## config.mk

```make
export PLATFORM = sky130hd
export DESIGN_NAME = axi4lite_cmd_master
export DESIGN_NICKNAME = d
export VERILOG_FILES = /design/src/rtl/axi4lite_pkg.sv /design/src/rtl/axi4lite_timeout_ctr.sv /design/src/rtl/axi4lite_cmd_master.sv
export SDC_FILE = /design/constraint.sdc
export NUM_CORES = 1
export LEC_CHECK = 0
export BUFFER_PORTS_ARGS = -buffer_cell sky130_fd_sc_hd__buf_2
export CORE_ASPECT_RATIO = 1.75
export CORE_UTILIZATION = 47
export CTS_CLUSTER_SIZE = 28
export DETAILED_ROUTE_END_ITERATION = 16
export GPL_TIMING_DRIVEN = 0
export PLACE_DENSITY_LB_ADDON = 0.15
export SYNTH_ARGS = -nofsm -noshare
export SYNTH_HDL_FRONTEND = slang
export SYNTH_SLANG_ARGS = --single-unit
export TNS_END_PERCENT = 20
```

## constraint.sdc

```tcl
create_clock -name M_AXI_ACLK -period 2.03 [get_ports M_AXI_ACLK]
set_input_delay 0.1015 -clock M_AXI_ACLK [delete_from_list [all_inputs] [get_ports M_AXI_ACLK]]
set_output_delay 0.1015 -clock M_AXI_ACLK [all_outputs]
set_load 0.02 [all_outputs]
```

## src/rtl/axi4lite_pkg.sv

```systemverilog
// Shared types and constants for the AXI4-Lite command master and its users.
// Latency: n/a (types and constants only).
// Backpressure: n/a.
package axi4lite_pkg;

    // Default geometry; the master itself is parameterised and may differ.
    localparam int AXI_DATA_W = 32;
    localparam int AXI_ADDR_W = 11;
    localparam int AXI_STRB_W = AXI_DATA_W / 8;

    // BRESP / RRESP encodings.
    localparam logic [1:0] RESP_OKAY   = 2'b00;
    localparam logic [1:0] RESP_EXOKAY = 2'b01;
    localparam logic [1:0] RESP_SLVERR = 2'b10;
    localparam logic [1:0] RESP_DECERR = 2'b11;

    typedef enum logic [2:0] {
        IDLE,
        WR_ADDR_DATA,
        WR_RESP,
        RD_ADDR,
        RD_DATA,
        RESP
    } axi_master_state_t;

    // Command and response records for the default 32/11 configuration.
    typedef struct packed {
        logic                  write;
        logic [AXI_ADDR_W-1:0] addr;
        logic [AXI_DATA_W-1:0] wdata;
        logic [AXI_STRB_W-1:0] wstrb;
    } cmd_t;

    typedef struct packed {
        logic                  write;
        logic [AXI_DATA_W-1:0] rdata;
        logic [1:0]            resp;
    } rsp_t;

endpackage

```

## src/rtl/axi4lite_timeout_ctr.sv

```systemverilog
// Saturating wait counter: pulses expire once when LIMIT cycles have been counted.
// Latency: expire is combinational in the cycle that completes the LIMIT-th count.
// Backpressure: none; restart has priority and suppresses expire in that cycle.
//
// Ports: clk/rst_n clock and async active-low reset; restart zeroes the count;
// count_en advances it; expire is the one-shot expiry pulse. LIMIT=0 disables.
module axi4lite_timeout_ctr #(
    parameter int LIMIT = 1024
) (
    input  logic clk,
    input  logic rst_n,
    input  logic restart,
    input  logic count_en,
    output logic expire
);

    localparam int            CW      = (LIMIT < 1) ? 1 : $clog2(LIMIT + 1);
    localparam logic [CW-1:0] LIMIT_C = CW'(LIMIT);
    localparam logic [CW-1:0] LAST_C  = (LIMIT < 1) ? '0 : CW'(LIMIT - 1);

    logic [CW-1:0] cnt_q;

    always_ff @(posedge clk or negedge rst_n) begin
        if (!rst_n) begin
            cnt_q <= '0;
        end else if (restart) begin
            cnt_q <= '0;
        end else if (count_en && (cnt_q != LIMIT_C)) begin
            cnt_q <= cnt_q + CW'(1);
        end
    end

    // A handshake in the last allowed cycle (restart) is still in time.
    assign expire = (LIMIT != 0) && count_en && !restart && (cnt_q == LAST_C);

endmodule

```

## src/rtl/axi4lite_cmd_master.sv

```systemverilog
// Single-outstanding AXI4-Lite master: command stream in, AXI transaction, response stream out.
// Latency: accept c0, AW/W c1, B c2, rsp_valid c3 with a zero-wait slave; reads likewise via AR/R.
// Backpressure: cmd_ready only in IDLE; rsp held until rsp_ready; slave stalls only raise timeout_flag.
//
// Ports: cmd_* command stream (valid/ready), rsp_* completion stream (valid/ready),
// timeout_flag/timeout_clr sticky stall indicator, M_AXI_* AXI4-Lite master interface.
module axi4lite_cmd_master
    import axi4lite_pkg::*;
#(
    parameter int C_M_AXI_DATA_WIDTH = 32,
    parameter int C_M_AXI_ADDR_WIDTH = 11,
    parameter int TIMEOUT_CYCLES     = 1024
) (
    input  logic                              M_AXI_ACLK,
    input  logic                              M_AXI_ARESETN,

    input  logic                              cmd_valid,
    output logic                              cmd_ready,
    input  logic                              cmd_write,
    input  logic [C_M_AXI_ADDR_WIDTH-1:0]     cmd_addr,
    input  logic [C_M_AXI_DATA_WIDTH-1:0]     cmd_wdata,
    input  logic [C_M_AXI_DATA_WIDTH/8-1:0]   cmd_wstrb,

    output logic                              rsp_valid,
    input  logic                              rsp_ready,
    output logic                              rsp_write,
    output logic [C_M_AXI_DATA_WIDTH-1:0]     rsp_rdata,
    output logic [1:0]                        rsp_resp,

    output logic                              timeout_flag,
    input  logic                              timeout_clr,

    output logic [C_M_AXI_ADDR_WIDTH-1:0]     M_AXI_AWADDR,
    output logic [2:0]                        M_AXI_AWPROT,
    output logic                              M_AXI_AWVALID,
    input  logic                              M_AXI_AWREADY,
    output logic [C_M_AXI_DATA_WIDTH-1:0]     M_AXI_WDATA,
    output logic [C_M_AXI_DATA_WIDTH/8-1:0]   M_AXI_WSTRB,
    output logic                              M_AXI_WVALID,
    input  logic                              M_AXI_WREADY,
    input  logic [1:0]                        M_AXI_BRESP,
    input  logic                              M_AXI_BVALID,
    output logic                              M_AXI_BREADY,
    output logic [C_M_AXI_ADDR_WIDTH-1:0]     M_AXI_ARADDR,
    output logic [2:0]                        M_AXI_ARPROT,
    output logic                              M_AXI_ARVALID,
    input  logic                              M_AXI_ARREADY,
    input  logic [C_M_AXI_DATA_WIDTH-1:0]     M_AXI_RDATA,
    input  logic [1:0]                        M_AXI_RRESP,
    input  logic                              M_AXI_RVALID,
    output logic                              M_AXI_RREADY
);

    localparam int AW         = C_M_AXI_ADDR_WIDTH;
    localparam int ALIGN_BITS = $clog2(C_M_AXI_DATA_WIDTH / 8);
    localparam logic [AW-1:0] ADDR_MASK = ~AW'((1 << ALIGN_BITS) - 1);

    axi_master_state_t state_q, state_d;

    logic [AW-1:0]                     addr_q;
    logic [C_M_AXI_DATA_WIDTH-1:0]     wdata_q;
    logic [C_M_AXI_DATA_WIDTH/8-1:0]   wstrb_q;
    logic                              awvalid_q, wvalid_q, arvalid_q;
    logic                              aw_done, w_done;
    logic                              to_expire, to_count;

    // A channel is done once its valid has dropped or it handshakes this cycle.
    assign aw_done = !awvalid_q || M_AXI_AWREADY;
    assign w_done  = !wvalid_q  || M_AXI_WREADY;

    always_ff @(posedge M_AXI_ACLK or negedge M_AXI_ARESETN) begin
        if (!M_AXI_ARESETN) begin
            state_q <= IDLE;
        end else begin
            state_q <= state_d;
        end
    end

    always_comb begin
        state_d = state_q;
        case (state_q)
            IDLE:         if (cmd_valid) state_d = cmd_write ? WR_ADDR_DATA : RD_ADDR;
            WR_ADDR_DATA: if (aw_done && w_done) state_d = WR_RESP;
            WR_RESP:      if (M_AXI_BVALID) state_d = RESP;
            RD_ADDR:      if (M_AXI_ARREADY) state_d = RD_DATA;
            RD_DATA:      if (M_AXI_RVALID) state_d = RESP;
            RESP:         if (rsp_ready) state_d = IDLE;
            default:      state_d = IDLE;
        endcase
    end

    // Valids are registered so none of them depends combinationally on a ready.
    always_ff @(posedge M_AXI_ACLK or negedge M_AXI_ARESETN) begin
        if (!M_AXI_ARESETN) begin
            addr_q    <= '0;
            wdata_q   <= '0;
            wstrb_q   <= '0;
            awvalid_q <= 1'b0;
            wvalid_q  <= 1'b0;
            arvalid_q <= 1'b0;
            rsp_write <= 1'b0;
            rsp_rdata <= '0;
            rsp_resp  <= 2'b00;
        end else begin
            case (state_q)
                IDLE: begin
                    if (cmd_valid) begin
                        addr_q    <= cmd_addr & ADDR_MASK;
                        wdata_q   <= cmd_wdata;
                        wstrb_q   <= cmd_wstrb;
                        awvalid_q <= cmd_write;
                        wvalid_q  <= cmd_write;
                        arvalid_q <= !cmd_write;
                    end
                end
                WR_ADDR_DATA: begin
                    if (M_AXI_AWREADY) awvalid_q <= 1'b0;
                    if (M_AXI_WREADY)  wvalid_q  <= 1'b0;
                end
                WR_RESP: begin
                    if (M_AXI_BVALID) begin
                        rsp_resp  <= M_AXI_BRESP;
                        rsp_rdata <= '0;
                        rsp_write <= 1'b1;
                    end
                end
                RD_ADDR: begin
                    if (M_AXI_ARREADY) arvalid_q <= 1'b0;
                end
                RD_DATA: begin
                    if (M_AXI_RVALID) begin
                        rsp_resp  <= M_AXI_RRESP;
                        rsp_rdata <= M_AXI_RDATA;
                        rsp_write <= 1'b0;
                    end
                end
                default: ;
            endcase
        end
    end

    // Count only while waiting on the slave; every state change restarts the count.
    assign to_count = (state_q == WR_ADDR_DATA) || (state_q == WR_RESP) ||
                      (state_q == RD_ADDR)      || (state_q == RD_DATA);

    axi4lite_timeout_ctr #(
        .LIMIT (TIMEOUT_CYCLES)
    ) u_timeout_ctr (
        .clk      (M_AXI_ACLK),
        .rst_n    (M_AXI_ARESETN),
        .restart  (state_d != state_q),
        .count_en (to_count),
        .expire   (to_expire)
    );

    // Set wins over a simultaneous clear.
    always_ff @(posedge M_AXI_ACLK or negedge M_AXI_ARESETN) begin
        if (!M_AXI_ARESETN) begin
            timeout_flag <= 1'b0;
        end else if (to_expire) begin
            timeout_flag <= 1'b1;
        end else if (timeout_clr) begin
            timeout_flag <= 1'b0;
        end
    end

    // Gate with reset so nothing is offered as accepted while reset is held.
    assign cmd_ready     = (state_q == IDLE) && M_AXI_ARESETN;
    assign rsp_valid     = (state_q == RESP);

    assign M_AXI_AWADDR  = addr_q;
    assign M_AXI_ARADDR  = addr_q;
    assign M_AXI_AWPROT  = 3'b000;
    assign M_AXI_ARPROT  = 3'b000;
    assign M_AXI_AWVALID = awvalid_q;
    assign M_AXI_WVALID  = wvalid_q;
    assign M_AXI_WDATA   = wdata_q;
    assign M_AXI_WSTRB   = wstrb_q;
    assign M_AXI_ARVALID = arvalid_q;
    assign M_AXI_BREADY  = (state_q == WR_RESP);
    assign M_AXI_RREADY  = (state_q == RD_DATA);

endmodule

```

# Word-level counts from Yosys, hierarchy flattened
# Index checks and enable logic that the tools add are counted.
# totals
out_inout_bits	107
register_bits	98
word_cells	81
in_bits	94
# classes
n_mux	29
n_addsub	1
n_eq_ne	14
n_reduce_logical	25
# op_table
cell	count
$mux 32	2
$pmux 32 s2	1
$mux 11	2
$mux 3	6
$pmux 3 s6	1
$ne 2x2->1 const B	6
$reduce_and 3->1	4
$add 11x1->11 const B	1
$eq 11x10->1 const B	1
$ne 11x11->1 const B	1
$reduce_bool 2->1	5
$mux 1	9
$pmux 1 s2	4
$eq 3x2->1 const B	2
$eq 3x3->1 const B	2
$mux 2	3
$logic_and 1x1->1	5
$logic_or 1x1->1	5
$logic_not 1->1	4
$pmux 2 s2	1
$eq 3x1->1 const B	1
$logic_not 3->1	1
$ne 3x3->1	1
$reduce_and 2->1	1

# Longest topological paths before layout
# Gate-level depths: netlist of the first run.
# depth
word_depth	10
ltp_mapped	8

# Modules after synthesis
# A second synthesis of the first run with hierarchy kept.
# hier_totals
hier_cells	502
area_unflattened_um2	4484.3
# by_module_without_submodules
module	cells_per_inst	seq_area_each_um2	area_each_um2	instances
axi4lite_cmd_master	423	2177.1	3769.9	1
axi4lite_timeout_ctr	79	275.3	714.4	1

# Worst setup path before layout of the first run
# No wires, ideal clock.
# synth_path
kind	register to register
startpoint	register state_q[2]
endpoint	register u_timeout_ctr.cnt_q[0]
stages_incl_launch_ff	7
required_time_ns	1.902
setup_ns	0.128
path_slack_ns	0.327
arrival_time_ns	1.575
path_cell_list	dfrtp_1 nor4bb_2 a31oi_4 o2111ai_2 xor2_1 buf_4 nor3_2
# synth_between
word_cells_on_any_way	20
# synth_lines
item	line	source
start: declaration	axi4lite_cmd_master.sv:58	axi_master_state_t state_q, state_d;
start signal: assignment	axi4lite_cmd_master.sv:75	state_q <= state_d;
$eq 3x3->1, or another cell as far along	axi4lite_cmd_master.sv:81	case (state_q)
$pmux 3 s6 (*)	axi4lite_cmd_master.sv:81	
net state_d[0]	axi4lite_cmd_master.sv:58	
$ne 3x3->1 (*)	axi4lite_cmd_master.sv:151	.restart (state_d != state_q),
$mux 11 / $reduce_bool 2->1 (equally long branches)	n/a	
end signal: assignment	axi4lite_timeout_ctr.sv:29	cnt_q <= cnt_q + CW'(1);
end: declaration	axi4lite_timeout_ctr.sv:21	logic [CW-1:0] cnt_q;
# Mark *: on every way through the listed nets, which the timed path passes. The rest lies on a longest branch.
# A chain may end at the register's enable or synchronous reset.

# Worst setup path in the final report of the first run
# layout_path
startpoint	register state_q[0]
endpoint	output M_AXI_RREADY
# layout_between
elab_chain_len	1
# layout_lines
item	line	source
$eq 3x3->1	axi4lite_cmd_master.sv:181	assign M_AXI_RREADY = (state_q == RD_DATA);
end: declaration	axi4lite_cmd_master.sv:51	output logic M_AXI_RREADY
# No other way between the ends.

==> qor.csv, run 1 <==
metric,value,unit
Root Driver,clkbuf_16,
total via count in the routed design,4340,
maxcap violations,0,
vias per cell,4.85,
gr usage total,0.264,
GR peak layer,met2,
H-tree depth,3,
Slew headroom,0.571,
total CTS buffers,9,
M1 GR Usage,0.299,
core area,0.00904,mm2
Worst EP arrival,1870,ps
r2r setup slk,100,ps
Fin Hold WS,11.1,ps
Mapped Area,0.00436,mm2
largest net degree at the start of global routing,51,
CTS tree,built,
"leading cell type in the layout, fill and taps excluded",nand2_1,
Yosys reg bits,98,
setup tns final,0,ps
chip width,74.8,um
RSZ-0062 raised after global routing,yes,
placed insts,800,
reg-to-reg endpoint,M_AXI_ARADDR[8]$_DFFE_PN0P_,
Fillers,668,
cell count after synthesis,482,
Final setup viols,0,
drt initial violations,241,
FP Rows,46,
Final WS setup,53.9,ps
Worst Path Required,1930,ps
warnings from Yosys,0,
CTS max path bufs,2,
pre-CTS WS,5.36,ps
post-DP HPWL,8.02,mm
clock-pin slew on the worst setup and hold paths,60,ps
Worst Max-Slew Pin Slew,643,ps
initial antenna violation count,0,
Reg area,0.00245,mm2
# diodes,0,
Layout Nets,866,
ANT nets after route,0,
Post-DP Area,0.00551,mm2
met3 usage,0.0467,
Hold Crit Endpoint,rsp_rdata[1]$_DFFE_PN0P_,
final non-filler cell total,895,
Starting Density,0.482,
Routability Congestion,0.816,
GR Layer Usage met2,0.462,
WHS Path Cells,3,
Final period util,0.973,
P_leak,3.65,nW
"commonest cells after routing, fill and taps aside","nand2_1, buf_2, dfrtp_1",
total wire length,12.4,mm
io pins,201,
"Seq/Total Area, Yosys",0.563,
Final Hold Vio Count,0,
"Avg Cell Area, Syn",9.04,um2
Die Y,129,um
reg2reg path depth,8,
die area,0.00967,mm2
grt ovf,0,
worst hold start,M_AXI_RDATA[1],
clock skew,10.1,ps
Max Clock Freq,0.506,GHz
router iterations before antenna repair,4,
WS Path Type,flop to output port,
Multi-input gate area,0.00166,mm2
fin area,0.00660,mm2
residual DRC count,0,
status,completed,
clk sinks,98,
Pwr per Cell Area,1460,mW/mm2
vias in the first global route,4186,
Worst Setup End Kind,output port,
Hold Crit Class,input pin to flop,
Synth cell types,41,
port bufs,188,
WL per Instance,13.8,um
share of cells above drive strength 1,0.329,
Max VDD drop,782,uV
fin crit period,1980,ps
CP Max Fanout,10,
CP Launch Type,flop,
worst-skew pair later-pin latency,340,ps
Layout area overhead,51.6,%
Slew Limit Fails,0,
reg-to-reg startpoint,state_q[1]$_DFF_PN0_,
first-pass GRT wire length,19.3,mm
==> per-stage QoR <==
step	util	total power, mW
2_1_floorplan	-	6.29
3_3_place_gp	0.607	7.75
3_5_place_dp	0.610	7.88
4_1_cts	0.727	9.58
5_1_grt	0.731	10.3
6_report	0.731	9.63
==> timing repair <==
action,4_1_cts,5_1_grt
buffers inserted,0,1
gates resized for setup,2,8
pin swaps,0,1
endpoints found under the hold margin,126,0
endpoints found under the setup margin,2,49
hold buffers,79,0
==> sequential cells by signal (all words and copies together) (netlist names) <==
register             cells
M_AXI_WVALID             1
u_timeout_ctr.cnt_q     11
M_AXI_ARVALID            1
state_q                  3
timeout_flag             1
M_AXI_WDATA             32
M_AXI_ARADDR             9
rsp_write                1
M_AXI_WSTRB              4
rsp_resp                 2
M_AXI_AWVALID            1
rsp_rdata               32
==> worst max-delay path by stage <==
stage | startpoint | to | slack (ps) | depth (start not counted)
final | state_q[0]$_DFF_PN0_ | M_AXI_RREADY | 50 | 4
after global routing | state_q[0]$_DFF_PN0_ | M_AXI_RREADY | -50 | 4
after CTS | state_q[0]$_DFF_PN0_ | u_timeout_ctr.cnt_q[6]$_DFFE_PN0P_ | 10 | 6
after detailed placement | state_q[0]$_DFF_PN0_ | u_timeout_ctr.cnt_q[6]$_DFFE_PN0P_ | 5 | 6
after global placement | M_AXI_ARESETN | cmd_ready | -310 | 3
after floorplan | state_q[2]$_DFF_PN0_ | u_timeout_ctr.cnt_q[0]$_DFFE_PN0P_ | 330 | 6
==> area by class of cell <==
| class | instances | area share |
|---|---|---|
| flip-flops and latches | 98 | 0.372 |
| inverters | 10 | 0.00569 |
| well taps | 120 | 0.0227 |
| repair buffers | 269 | 0.268 |
| clock inverters | 7 | 0.00701 |
| multi-input cells | 338 | 0.251 |
| clock buffers | 9 | 0.0341 |
| plain buffers | 44 | 0.0394 |
==> layer usage <==
metal  wire [um]  share of wire
met1        4610           0.37
met2        6590           0.53
met3         632          0.051
met4         514          0.042
met5           0              0
==> where the power goes <==
group / internal [mW] / switching [mW] / total, mW
logic: 1.65 / 3.12 / 4.77
clock network: 0.825 / 0.718 / 1.54
registers: 2.80 / 0.522 / 3.32
==> worst max-delay path, stage by stage, from the launching register on <==
cell and delay, ps:
dfrtp_1 480, nor2_1 290, and2_2 320, buf_2 250, buf_2 200
==> Yosys cell counts <==
| cell | count | share of area |
|---|---|---|
| buf_2 | 6 | 0.0069 |
| nor2b_1 | 3 | 0.0043 |
| xnor2_1 | 9 | 0.018 |
| ha_1 | 2 | 0.0057 |
| a22oi_1 | 1 | 0.0017 |
| and2_1 | 6 | 0.0086 |
| or2b_1 | 1 | 0.0017 |
| or4_1 | 1 | 0.0017 |
| dfrtp_1 | 98 | 0.56 |
| nand2_1 | 209 | 0.18 |
| xor2_1 | 2 | 0.0040 |
| nor3b_1 | 2 | 0.0034 |
| a31o_2 | 2 | 0.0040 |
| o32ai_1 | 1 | 0.0020 |
| nor3_1 | 5 | 0.0057 |
| o21ai_1 | 1 | 0.0011 |
| nor2_1 | 8 | 0.0069 |
| a31oi_4 | 1 | 0.0049 |
| clkbuf_1 | 17 | 0.015 |
| o2111ai_2 | 1 | 0.0034 |
| or3_1 | 2 | 0.0029 |
| conb_1 | 1 | 0.00086 |
| inv_1 | 10 | 0.0086 |
| buf_4 | 21 | 0.036 |
| buf_1 | 1 | 0.00086 |
| o221ai_1 | 1 | 0.0020 |
| nand3_2 | 1 | 0.0023 |
| mux2i_1 | 2 | 0.0046 |
| o2bb2ai_1 | 1 | 0.0020 |
| or2_2 | 1 | 0.0014 |
| nand4bb_1 | 1 | 0.0026 |
| nor4bb_2 | 1 | 0.0037 |
| o21ai_0 | 6 | 0.0069 |
| a21oi_1 | 4 | 0.0046 |
| nand4_1 | 2 | 0.0029 |
| a22o_1 | 3 | 0.0060 |
| nand2b_1 | 2 | 0.0029 |
| nand3_1 | 34 | 0.039 |
| nor3_2 | 10 | 0.023 |
| a221o_1 | 1 | 0.0023 |
| o311a_1 | 1 | 0.0023 |
==> cell families after synthesis <==
group,Yosys count,share of synthesized area
and+or+nand+nor,289,0.293
DFF,98,0.563
buffers and inverters,55,0.0672
AOI/OAI and AO/OA,24,0.0434
xor gates and xnor gates,11,0.0221
adders and majority gates,2,0.00574
muxes,2,0.00460
other,1,0.000861
Note: power is estimated with default switching activity, not from simulation.
==> inputs of run 2 (changes only) <==
CORE_ASPECT_RATIO = 0.9   (was 1.75)
CORE_MARGIN = 1   (was default)
clock period = 2 ns   (was 2.03 ns; I/O delays follow)
==> run 2 against run 1 <==
  * Non-clock buffer count is the same
  * Total power grew 1.2%
  * Flip-flop and latch count stayed put
  * Routed wire length is 2.5% lower
  * Sequential power barely moved
  * Via count is 0.78% lower
  * Utilization grew 2.5 points
  * Clock-buffer cell count grew 3
  * Final cell count decreased by 0.11%
  * First-iteration DRC count decreased by 51%
  * Largest cell class unchanged
  * Highest routed layer unchanged
==> qor.csv, run 2 (synthesis results as in run 1) <==
metric,value,unit
status,completed,
io pins,201,
Worst EP arrival,1820,ps
Gate power share,0.495,
Slew Limit Fails,0,
chip width,103,um
clock-pin slew on the worst setup and hold paths,90,ps
die area,0.00966,mm2
H-tree depth,3,
drt initial violations,117,
Fin Hold WS,29.4,ps
gr usage total,0.262,
GR Layer Usage met2,0.466,
Max VDD drop,850,uV
largest net degree at the start of global routing,51,
residual DRC count,0,
maxcap violations,0,
met3 usage,0.0605,
pre-CTS WS,-55.0,ps
M1 GR Usage,0.290,
fin crit period,1920,ps
P_sw,4.34,mW
Layout Nets,866,
core area,0.00877,mm2
router iterations before antenna repair,7,
# diodes,0,
Worst Setup End Kind,output port,
clock group share of total power,0.162,
CP Launch Type,flop,
Final setup viols,0,
Seq pwr share,0.343,
"leading cell type in the layout, fill and taps excluded",nand2_1,
initial antenna violation count,0,
Worst Path Required,1900,ps
P_leak,3.66,nW
total wire length,12.0,mm
first-pass GRT wire length,19.5,mm
RSZ-0062 raised after global routing,yes,
Routability Congestion,0.847,
post-DP HPWL,7.85,mm
CTS max path bufs,2,
worst-skew pair later-pin latency,360,ps
"commonest cells after routing, fill and taps aside","nand2_1, buf_2, dfrtp_1",
FP Rows,32,
share of cells above drive strength 1,0.334,
CP Max Fanout,10,
clock skew,10.8,ps
total CTS buffers,9,
Final Hold Vio Count,0,
Root Driver,clkbuf_8,
Layout area overhead,52.0,%
Post-CTS Setup Inserts,0,
total via count in the routed design,4306,
port bufs,188,
WL per Instance,13.5,um
total power,9.74,mW
Final period util,0.958,
Starting Density,0.497,
CTS tree,built,
Die Y,93.3,um
Cell Int Power,5.41,mW
grt ovf,0,
GR peak layer,met2,
vias per cell,4.82,
WS Path Type,flop to output port,
Sw Share,0.445,
vias in the first global route,4343,
Hold Crit Class,input pin to flop,
Max Clock Freq,0.522,GHz
Fillers,599,
clk sinks,98,
Final WS setup,83.6,ps
ANT nets after route,0,
Pwr per Cell Area,1470,mW/mm2
==> run 2: changes by cell type in the layout (fill, tap and decap cells not counted), moves of 2 or more <==
cell,previous run,this run
clkbuf_8,0,11
clkbuf_2,2,4
clkbuf_16,9,0
clkinvlp_4,3,1
clkinv_2,3,0
bufinv_16,0,3
==> run 2: critical path: stages (launching register included) <==
cell	delay (ps)
dfrtp_1	500
nor2_2	230
and2_2	290
buf_2	240
buf_2	210
==> run 2: stage by stage <==
stage | area [um2] | util | setup TNS [ps] | std cells
floorplan | 4390 | - | 0 | 491
CTS | 6600 | 0.752 | 0 | 895
finish | 6620 | 0.755 | 0 | 894
global route | 6620 | 0.755 | -25.2 | 894
global placement | 5480 | 0.625 | -17920 | 798
detailed placement | 5510 | 0.628 | -935 | 799
==> run 2: what timing repair did <==
item | 4_1_cts | 5_1_grt
cloned | 0 | 0
hold buffers | 81 | 0
endpoints found under the hold margin | 129 | 0
setup endpoints to repair | 31 | 60
gates resized for setup | 4 | 11
==> run 2: power groups by stage <==
stage | sequential [mW] | clock [mW] | combinational (mW)
2_1_floorplan | 4.34 | 0 | 2.05
3_3_place_gp | 3.31 | 0 | 4.55
3_5_place_dp | 3.34 | 0 | 4.66
4_1_cts | 3.32 | 1.61 | 4.80
5_1_grt | 3.46 | 1.67 | 5.32
6_report | 3.35 | 1.58 | 4.82
==> run 2: path summary, 6_finish.rpt <==
kind	startpoint	slack, ps	to	cells past startpoint
max in group asynchronous	M_AXI_ARESETN	1460	rsp_rdata[18]$_DFFE_PN0P_	3
min in group asynchronous	M_AXI_ARESETN	300	M_AXI_WDATA[5]$_DFFE_PN0P_	3
worst max-delay path	state_q[0]$_DFF_PN0_	80	M_AXI_RREADY	4
worst min-delay path	M_AXI_BRESP[1]	30	rsp_resp[1]$_DFFE_PN0P_	3
worst min register to register	rsp_rdata[22]$_DFFE_PN0P_	470	rsp_rdata[22]$_DFFE_PN0P_	2
worst max register to register	state_q[0]$_DFF_PN0_	120	u_timeout_ctr.cnt_q[9]$_DFFE_PN0P_	6
==> run 2: cell type report <==
cell class,instances,area [um2],area share
Clock buffer,12,155,0.0234
Buffer,43,258,0.0389
Sequential cell,98,2450,0.370
Clock inverter,4,97.6,0.0147
Tap cell,119,149,0.0225
Multi-Input combinational cell,338,1670,0.253
Inverter,10,37.5,0.00567
Timing Repair Buffer,270,1800,0.272
==> run 2: per-layer routing <==
layer	wire length [um]	share of wire
met2	6050	0.50
met1	4800	0.40
met3	715	0.059
met4	478	0.040
met5	0	0
==> inputs of run 3 (changes only) <==
SETUP_SLACK_MARGIN = 0.3   (was default)
==> run 3 against run 2 <==
  * Non-clock buffer count up 14
  * Flip-flop and latch count unchanged
  * Hold slack improved by 17 ps
  * Routed wire length up 5.2%
  * First-iteration DRC count grew 18%
  * Sequential power hardly changed
  * Critical path depth grew 3
  * Global-route usage increased by 0.087 points
  * Final area up 2.4%
  * Clock-buffer cell count fell by 1
  * Fmax is 4.9% higher
  * Critical endpoint is now u_timeout_ctr.cnt_q[8]$_DFFE_PN0P_
  * Largest cell class unchanged
  * Largest power group unchanged
==> qor.csv, run 3 (synthesis results as in run 1) <==
metric,value,unit
status,completed,
Layout Nets,880,
FP Rows,32,
Starting Density,0.497,
Post-DP Area,0.00552,mm2
ANT nets after route,0,
CTS tree,built,
total wire length,12.7,mm
worst-skew pair later-pin latency,360,ps
largest net degree at the start of global routing,72,
CP Max Fanout,6,
RSZ-0062 raised after global routing,yes,
Pwr per Cell Area,1470,mW/mm2
fin area,0.00678,mm2
vias in the first global route,4145,
initial antenna violation count,0,
Worst Setup End Kind,flop,
port bufs,188,
"commonest cells after routing, fill and taps aside","nand2_1, buf_2, dfrtp_1",
Gate power share,0.520,
Fin Hold WS,46.2,ps
Cell Int Power,5.47,mW
clock-pin slew on the worst setup and hold paths,90,ps
worst hold start,M_AXI_BRESP[1],
first-pass GRT wire length,19.3,mm
clock skew,8.39,ps
WL per Instance,13.9,um
Worst Path Required,2250,ps
clock group share of total power,0.142,
P_leak,3.74,nW
total via count in the routed design,4335,
chip width,103,um
H-tree depth,3,
Sw Share,0.450,
clk sinks,98,
share of cells above drive strength 1,0.359,
router iterations before antenna repair,4,
Worst EP arrival,2080,ps
fin crit period,1830,ps
maxcap violations,0,
drt initial violations,138,
gr usage total,0.263,
post-DP HPWL,7.88,mm
critical-path cell list,buf_6 -> or3_4 -> nand4_1 -> buf_4 -> nor3_1 -> xnor2_1 -> nor3_2,
CP max stage delay,490,ps
Hold Crit Class,input pin to flop,
grt ovf,0,
CTS max path bufs,2,
residual DRC count,0,
die area,0.00966,mm2
Max Clock Freq,0.547,GHz
WS Path Type,flop to flop,
Root Driver,clkbuf_8,
Final period util,0.914,
Seq pwr share,0.338,
Routability Congestion,0.811,
Layout area overhead,55.6,%
vias per cell,4.77,
Final setup viols,0,
io pins,201,
Slowest cell on crit path,dfrtp_2,
Slew Limit Fails,0,
Die Y,93.3,um
reg-to-reg startpoint,state_q[0]$_DFF_PN0_,
"leading cell type in the layout, fill and taps excluded",nand2_1,
WHS Path Cells,3,
reg2reg path depth,7,
core area,0.00877,mm2
total CTS buffers,9,
Max VDD drop,921,uV
CP Launch Type,flop,
CP startpoint,state_q[0]$_DFF_PN0_,
P_sw,4.47,mW
Final Hold Vio Count,0,
-- run 3: cell types whose count changed in the layout (fill, tap and decap cells not counted), sizes merged --
cell	delta
buf	+14
clkbuf	-2
bufinv	-1
clkinv	+1
dlygate4sd3	+1
diode	+2
-- run 3: worst paths after layout --
path	endpoint	slack (ps)
worst max-delay path	u_timeout_ctr.cnt_q[8]$_DFFE_PN0P_	170
worst min register to register	rsp_rdata[3]$_DFFE_PN0P_	470
max in group asynchronous	state_q[1]$_DFF_PN0_	1360
worst max register to register	u_timeout_ctr.cnt_q[8]$_DFFE_PN0P_	170
worst min-delay path	rsp_resp[1]$_DFFE_PN0P_	50
min in group asynchronous	M_AXI_WDATA[8]$_DFFE_PN0P_	270
-- run 3: power groups by stage --
stage | registers, mW | logic [mW] | clock network, mW
after CTS | 3.35 | 5.01 | 1.44
after floorplan | 4.35 | 2.05 | 0
final | 3.36 | 5.18 | 1.41
after global routing | 3.45 | 5.63 | 1.51
after detailed placement | 3.37 | 4.64 | 0
after global placement | 3.32 | 4.55 | 0
-- run 3: area by class of cell --
| type | instances | area [um2] |
|---|---|---|
| Inverter | 10 | 37.5 |
| Buffer | 45 | 308 |
| Clock inverter | 4 | 76.3 |
| Clock buffer | 11 | 141 |
| Sequential cell | 98 | 2460 |
| Multi-Input combinational cell | 338 | 1720 |
| Tap cell | 119 | 149 |
| Antenna cell | 2 | 5.00 |
| Fill cell | 606 | 1990 |
| Timing Repair Buffer | 282 | 1890 |
-- run 3: per-layer routing --
layer / vias to the layer above / track usage / part of all wire
li1: 2108 / - / -
met1: 2023 / 0.311 / 0.41
met2: 181 / 0.458 / 0.50
met3: 23 / 0.0747 / 0.074
met4: 0 / 0.0822 / 0.019
met5: - / 0 / 0
-- run 3: per-stage QoR --
step,utilization,worst slack [ps],std cells,power [mW],TNS (ps)
2_1_floorplan,-,327,491,6.40,0
3_3_place_gp,0.626,-357,798,7.87,-18250
3_5_place_dp,0.629,35.1,799,8.01,0
4_1_cts,0.764,221,903,9.79,0
5_1_grt,0.773,78.7,907,10.6,0
6_report,0.773,173,909,9.95,0
-- run 3: what timing repair did --
item / 4_1_cts / 5_1_grt
pin swaps: 4 / 3
resized for setup: 29 / 24
hold buffers: 81 / 1
endpoints found under the setup margin: 90 / 76
cloned: 0 / 1
hold endpoints to repair: 107 / 1
setup buffers: 8 / 2
-- run 3: critical path, delay by kind of cell (launching register included) --
family        cells  cell delay, ps
xor+xnor          1             230
buf+inv           2             300
flops             1             490
simple gates      4             690
